[config.mk]
export PLATFORM = sky130hd
export DESIGN_NAME = clint_timer
export DESIGN_NICKNAME = d
export VERILOG_FILES = /design/src/rtl/clint_timer.sv
export SDC_FILE = /design/constraint.sdc
export NUM_CORES = 1
export LEC_CHECK = 0
export ABC_AREA = 1
export CAP_MARGIN = 0
export CORE_ASPECT_RATIO = 1.2
export CORE_MARGIN = 1
export CORE_UTILIZATION = 45
export DETAILED_ROUTE_END_ITERATION = 8
export GPL_TIMING_DRIVEN = 0
export PLACE_DENSITY = 0.75
export SLEW_MARGIN = 20
export SYNTH_ARGS = -nofsm -noshare
export SYNTH_HDL_FRONTEND = slang
export SYNTH_SLANG_ARGS = --single-unit
[constraint.sdc]
create_clock -name clk_i -period 1.89 [get_ports clk_i]
set_input_delay 0.4725 -clock clk_i [delete_from_list [all_inputs] [get_ports clk_i]]
set_output_delay 0.4725 -clock clk_i [all_outputs]
set_load 0.05 [all_outputs]
[src/rtl/clint_timer.sv]
// Machine timer/software interrupt block: mtime, mtimecmp and msip on a slave data bus.
// Each request is acked one cycle after acceptance; a new request is only taken while no ack is outstanding.
module clint_timer #(
  parameter int unsigned TICK_DIV     = 1,
  parameter logic [63:0] MTIMECMP_RST = 64'hFFFF_FFFF_FFFF_FFFF
) (
  input  logic        clk_i,
  input  logic        rst_i,
  input  logic [4:0]  addr_i,
  input  logic [31:0] dat_i,
  input  logic [3:0]  sel_i,
  input  logic        we_i,
  input  logic        cyc_i,
  input  logic        stb_i,
  output logic [31:0] dat_o,
  output logic        ack_o,
  output logic        xint_mtip_o,
  output logic        xint_msip_o
);

  localparam int unsigned   PW        = (TICK_DIV > 1) ? $clog2(TICK_DIV) : 1;
  localparam logic [PW-1:0] PRESC_MAX = PW'(TICK_DIV - 1);

  typedef enum logic {IDLE, ACK} state_t;

  state_t        state_q, state_d;
  logic [PW-1:0] presc_q;
  logic [63:0]   mtime_q, mtimecmp_q;
  logic          msip_q, mtip_q;
  logic [31:0]   rdata_q;

  logic          req, wr, tick;
  logic [2:0]    word;
  logic [31:0]   rd_mux;
  logic [63:0]   mtime_inc, mtime_d, mtimecmp_d;
  logic          msip_d;
  logic          unused_addr;

  assign unused_addr = ^addr_i[1:0];
  assign word        = addr_i[4:2];
  assign tick        = (presc_q == PRESC_MAX);
  assign mtime_inc   = tick ? mtime_q + 64'd1 : mtime_q;
  assign wr          = req & we_i;

  function automatic logic [31:0] merge(input logic [31:0] old_val,
                                        input logic [31:0] wdat,
                                        input logic [3:0]  be);
    logic [31:0] r;
    r = old_val;
    for (int b = 0; b < 4; b++) begin
      if (be[b]) r[8*b +: 8] = wdat[8*b +: 8];
    end
    return r;
  endfunction

  always_ff @(posedge clk_i) begin
    if (rst_i) state_q <= IDLE;
    else       state_q <= state_d;
  end

  always_comb begin
    state_d = state_q;
    req     = 1'b0;
    case (state_q)
      IDLE: begin
        if (cyc_i && stb_i) begin
          req     = 1'b1;
          state_d = ACK;
        end
      end
      ACK:     state_d = IDLE;
      default: state_d = IDLE;
    endcase
  end

  // Unwritten mtime bytes follow the incremented value so a tick on the write edge is not lost.
  always_comb begin
    mtime_d    = mtime_inc;
    mtimecmp_d = mtimecmp_q;
    msip_d     = msip_q;
    if (wr) begin
      case (word)
        3'd0: if (sel_i[0]) msip_d = dat_i[0];
        3'd2: mtimecmp_d[31:0]  = merge(mtimecmp_q[31:0],  dat_i, sel_i);
        3'd3: mtimecmp_d[63:32] = merge(mtimecmp_q[63:32], dat_i, sel_i);
        3'd4: mtime_d[31:0]     = merge(mtime_inc[31:0],   dat_i, sel_i);
        3'd5: mtime_d[63:32]    = merge(mtime_inc[63:32],  dat_i, sel_i);
        default: ;
      endcase
    end
  end

  always_comb begin
    rd_mux = '0;
    case (word)
      3'd0:    rd_mux = {31'b0, msip_q};
      3'd2:    rd_mux = mtimecmp_q[31:0];
      3'd3:    rd_mux = mtimecmp_q[63:32];
      3'd4:    rd_mux = mtime_q[31:0];
      3'd5:    rd_mux = mtime_q[63:32];
      default: rd_mux = '0;
    endcase
  end

  always_ff @(posedge clk_i) begin
    if (rst_i) begin
      presc_q    <= '0;
      mtime_q    <= '0;
      mtimecmp_q <= MTIMECMP_RST;
      msip_q     <= 1'b0;
      mtip_q     <= 1'b0;
      rdata_q    <= '0;
    end else begin
      presc_q    <= tick ? '0 : presc_q + PW'(1);
      mtime_q    <= mtime_d;
      mtimecmp_q <= mtimecmp_d;
      msip_q     <= msip_d;
      mtip_q     <= (mtime_q >= mtimecmp_q);
      rdata_q    <= (req && !we_i) ? rd_mux : '0;
    end
  end

  assign ack_o       = (state_q == ACK);
  assign dat_o       = rdata_q;
  assign xint_mtip_o = mtip_q;
  assign xint_msip_o = msip_q;

endmodule
==> results of run 1 <==
[worst max-delay path, stage by stage (launching register included)]
cell and delay, ps:
dfxtp_1 360, ha_1 330, nand2_2 90, nor2_4 140
nand2_2 120, nor2_4 200, nand2_2 100, nand3_2 80
nor2_1 70, nand2_1 70, nand2_1 70, a21oi_2 170
[metrics by stage]
stage / utilization / power [mW]
6_report: 0.581 / 7.56
3_5_place_dp: 0.509 / 4.14
3_3_place_gp: 0.509 / 4.13
5_1_grt: 0.581 / 7.72
4_1_cts: 0.553 / 7.50
2_1_floorplan: - / 3.85
[sequential cells by signal, indices dropped and copies added, names as in the netlist]
signal / cells
xint_mtip_o: 1
mtimecmp_q: 64
xint_msip_o: 1
ack_o: 1
dat_o: 32
presc_q: 1
mtime_q: 64
[where the power goes]
group / internal [mW] / total, mW / switching [mW]
Sequential: 3.48 / 3.52 / 0.0372
Clock: 1.84 / 3.42 / 1.57
Combinational: 0.223 / 0.628 / 0.405
[layer usage]
| metal | part of all wire | GRT usage | vias up |
|---|---|---|---|
| met2 | 0.45 | 0.548 | 583 |
| met3 | 0.082 | 0.0592 | 143 |
| met4 | 0.069 | 0.223 | 0 |
| li1 | - | - | 5012 |
| met1 | 0.40 | 0.432 | 5040 |
| met5 | 0 | 0 | - |
[logic make-up after synthesis]
family | Yosys count | synth area share
buffers and inverters | 265 | 0.103
and+or+nand+nor | 640 | 0.285
xor gates and xnor gates | 27 | 0.0239
adders and majority gates | 65 | 0.0821
other | 1 | 0.000379
AOI/OAI and AO/OA | 270 | 0.174
DFF | 164 | 0.332
[cells in the final DEF (no fill, tap or decap), drive strengths merged, types with 5 or more instances in the layout]
master | Yosys | layout
o21bai | 8 | 8
dlygate4sd2 | 0 | 35
o21ai | 61 | 61
clkdlybuf4s50 | 0 | 40
nand3 | 70 | 70
clkinv | 2 | 7
nand4 | 31 | 31
buf | 22 | 43
o22ai | 31 | 31
a31oi | 5 | 5
o211ai | 67 | 67
ha | 65 | 65
xor2 | 25 | 25
clkinvlp | 0 | 6
clkbuf | 24 | 46
nor2 | 201 | 201
or2 | 5 | 5
a221oi | 31 | 31
dfxtp | 164 | 164
inv | 217 | 217
nand2 | 305 | 305
a21oi | 60 | 60
nor3 | 24 | 24
[worst max path at each step]
stage	startpoint	to	slack, ps	cells past startpoint
after floorplan	ack_o	mtime_q[50]	120	10
final	mtime_q[31]	xint_mtip_o	-10	11
after global placement	addr_i[2]	dat_o[20]	-880	8
after CTS	addr_i[3]	dat_o[20]	-60	8
after detailed placement	addr_i[2]	dat_o[25]	-940	8
after global routing	cyc_i	dat_o[23]	-50	6
[repair_timing]
action                     4_1_cts  5_1_grt
setup buffers                    7       16
pin swaps                        9       24
gates resized for setup        168      164
setup endpoints to repair      190      129
gates cloned                     0        0
hold endpoints to repair         0        0
[final cells by class]
class	instances	area share
Buffer	45	0.0241
Clock buffer	21	0.0383
Multi-Input combinational cell	1003	0.494
Timing Repair Buffer	100	0.0730
Tap cell	274	0.0273
Sequential cell	164	0.268
Clock inverter	11	0.00737
Inverter	219	0.0676
==> impl_metrics.csv, run 1 <==
group,metric,value,unit
layout,multiInputGateArea,0.00620,mm2
global_route,grtUsageTotal,0.346,
route,ant_nets,0,
outcome,run_status,"finished with violations",
timing,period_minus_slack,1900,ps
logic_synthesis,synth.distinct_cells,45,
logic_synthesis,yosysMostFrequentCell,"nand2_1",
timing,worst_pin_slew,973,ps
clock_network,cts_root_buf,"clkbuf_16",
floorplan,row_count,59,
timing,slew_viol_final,0,
timing,post-route-period-util,1.01,
logic_synthesis,syn_area,0.00990,mm2
timing,clock_skew,15.9,ps
job,drv_cap,0,
logic_synthesis,synthTopCellsByCount,"nand2_1 (295), inv_1 (215), nor2_1 (186)",
timing,max_slew_margin,0.352,
route,drt-initial-drc-count,1183,
layout,drive_above_1_share,0.189,
layout,stdcell_count,1837,
route,avgViaCountPerCell,5.87,
logic_synthesis,yosysTopAreaCellShare,0.332,
floorplan,die-area,0.0226,mm2
timing,fin_tns_setup,-11.1,ps
layout,regArea,0.00337,mm2
timing,finalSetupViolCount,1,
clock_network,cts_buffers,17,
placed_design,place.gp.congestion,1.03,
layout,area_growth,26.8,%
global_route,grt.overflow.total,0,
layout,n_antenna_cell,0,
setup_path,required,2240,ps
logic_synthesis,yosysWarnings,0,
global_route,grt_max_degree,17,
global_route,grt_pass1_wl,57.5,mm
pwr,ir_drop,572,uV
timing,max_freq,0.526,GHz
setup_path,cp_max_fo,5,
route,wl_per_cell,21.2,um
worst_hold_path,holdPathStages,2,
worst_hold_path,hp-start,"rst_i",
placed_design,post-place-ws,-942,ps
timing,setup_slack,-11.1,ps
logic_synthesis,synth_top_area_cell,"dfxtp_1",
logic_synthesis,synth-edff-count,0,
global_route,grt_antenna_before_repair,0,
floorplan,fp.dieW,137,um
logic_synthesis,async_reset_ff_frac,0,
setup_path,r2r_slack,-10,ps
pwr,leakage,5.90,nW
setup_path,worstRegToRegCells,11,
setup_path,crit_path_start_kind,"flop",
clock_network,htreeDepth,4,
route,vias,10800,
floorplan,initial_core_util,0.458,
setup_path,reg2reg_to,"xint_mtip_o",
floorplan,die_h,164,um
worst_hold_path,min_to,"ack_o",
clock_network,tritoncts,"yes",
setup_path,rr_startpoint,"mtime_q[31]",
clock_network,hold_buffers,0,
clock_network,clk_latency,440,ps
clock_network,clock-sinks,164,
setup_path,crit_path_end_kind,"flop",
setup_path,path_class,"flop to flop",
logic_synthesis,synth_area_leaders,"dfxtp_1 (33%), nand2_1 (11%), ha_1 (8.2%)",
worst_hold_path,min_path_type,"input port to flop",
timing,hold_viol_final,0,
global_route,first_global_vias,9980,
pwr,powerDensity,602,mW/mm2
layout,fillCellCount,2038,
route,first_pass_iters,6,
placed_design,dp_cells,1783,
layout,final_area,0.0126,mm2
logic_synthesis,syn_nets,1543,
logic_synthesis,ys.flop_type,"dfxtp_1",
layout,nets,1661,
route,drc,0,
placed_design,port_buffers,77,
logic_synthesis,synth-seq-area-share,0.332,
clock_network,cts.clk_slew.worst_paths,60,ps
placed_design,post_dp_cell_area,0.0110,mm2
logic_synthesis,synth_seq_cells,164,
floorplan,core-area,0.0216,mm2
floorplan,io_pins,81,
logic_synthesis,syn-instance-count,1432,
route,wirelength,38.9,mm
clock_network,clock_path_buffers,2,
timing,rsz0062_at_grt,"true",
logic_synthesis,syn_avg_cell_area,6.91,um2
outcome,violations,"negative setup slack",
setup_path,arrival,2250,ps
placed_design,place_hpwl,29.0,mm
timing,hold_slack,451,ps
Power figures use the tool's default switching activity.
==> run 2, diff against run 1 <==
--- a/config.mk
+++ b/config.mk
@@ -13,6 +13,7 @@
 export DETAILED_ROUTE_END_ITERATION = 8
 export GPL_TIMING_DRIVEN = 0
 export PLACE_DENSITY = 0.75
+export RECOVER_POWER = 50
 export SLEW_MARGIN = 20
 export SYNTH_ARGS = -nofsm -noshare
 export SYNTH_HDL_FRONTEND = slang
==> results of run 2 <==
No change in the layout: final DEF, timing and power equal those of run 1.
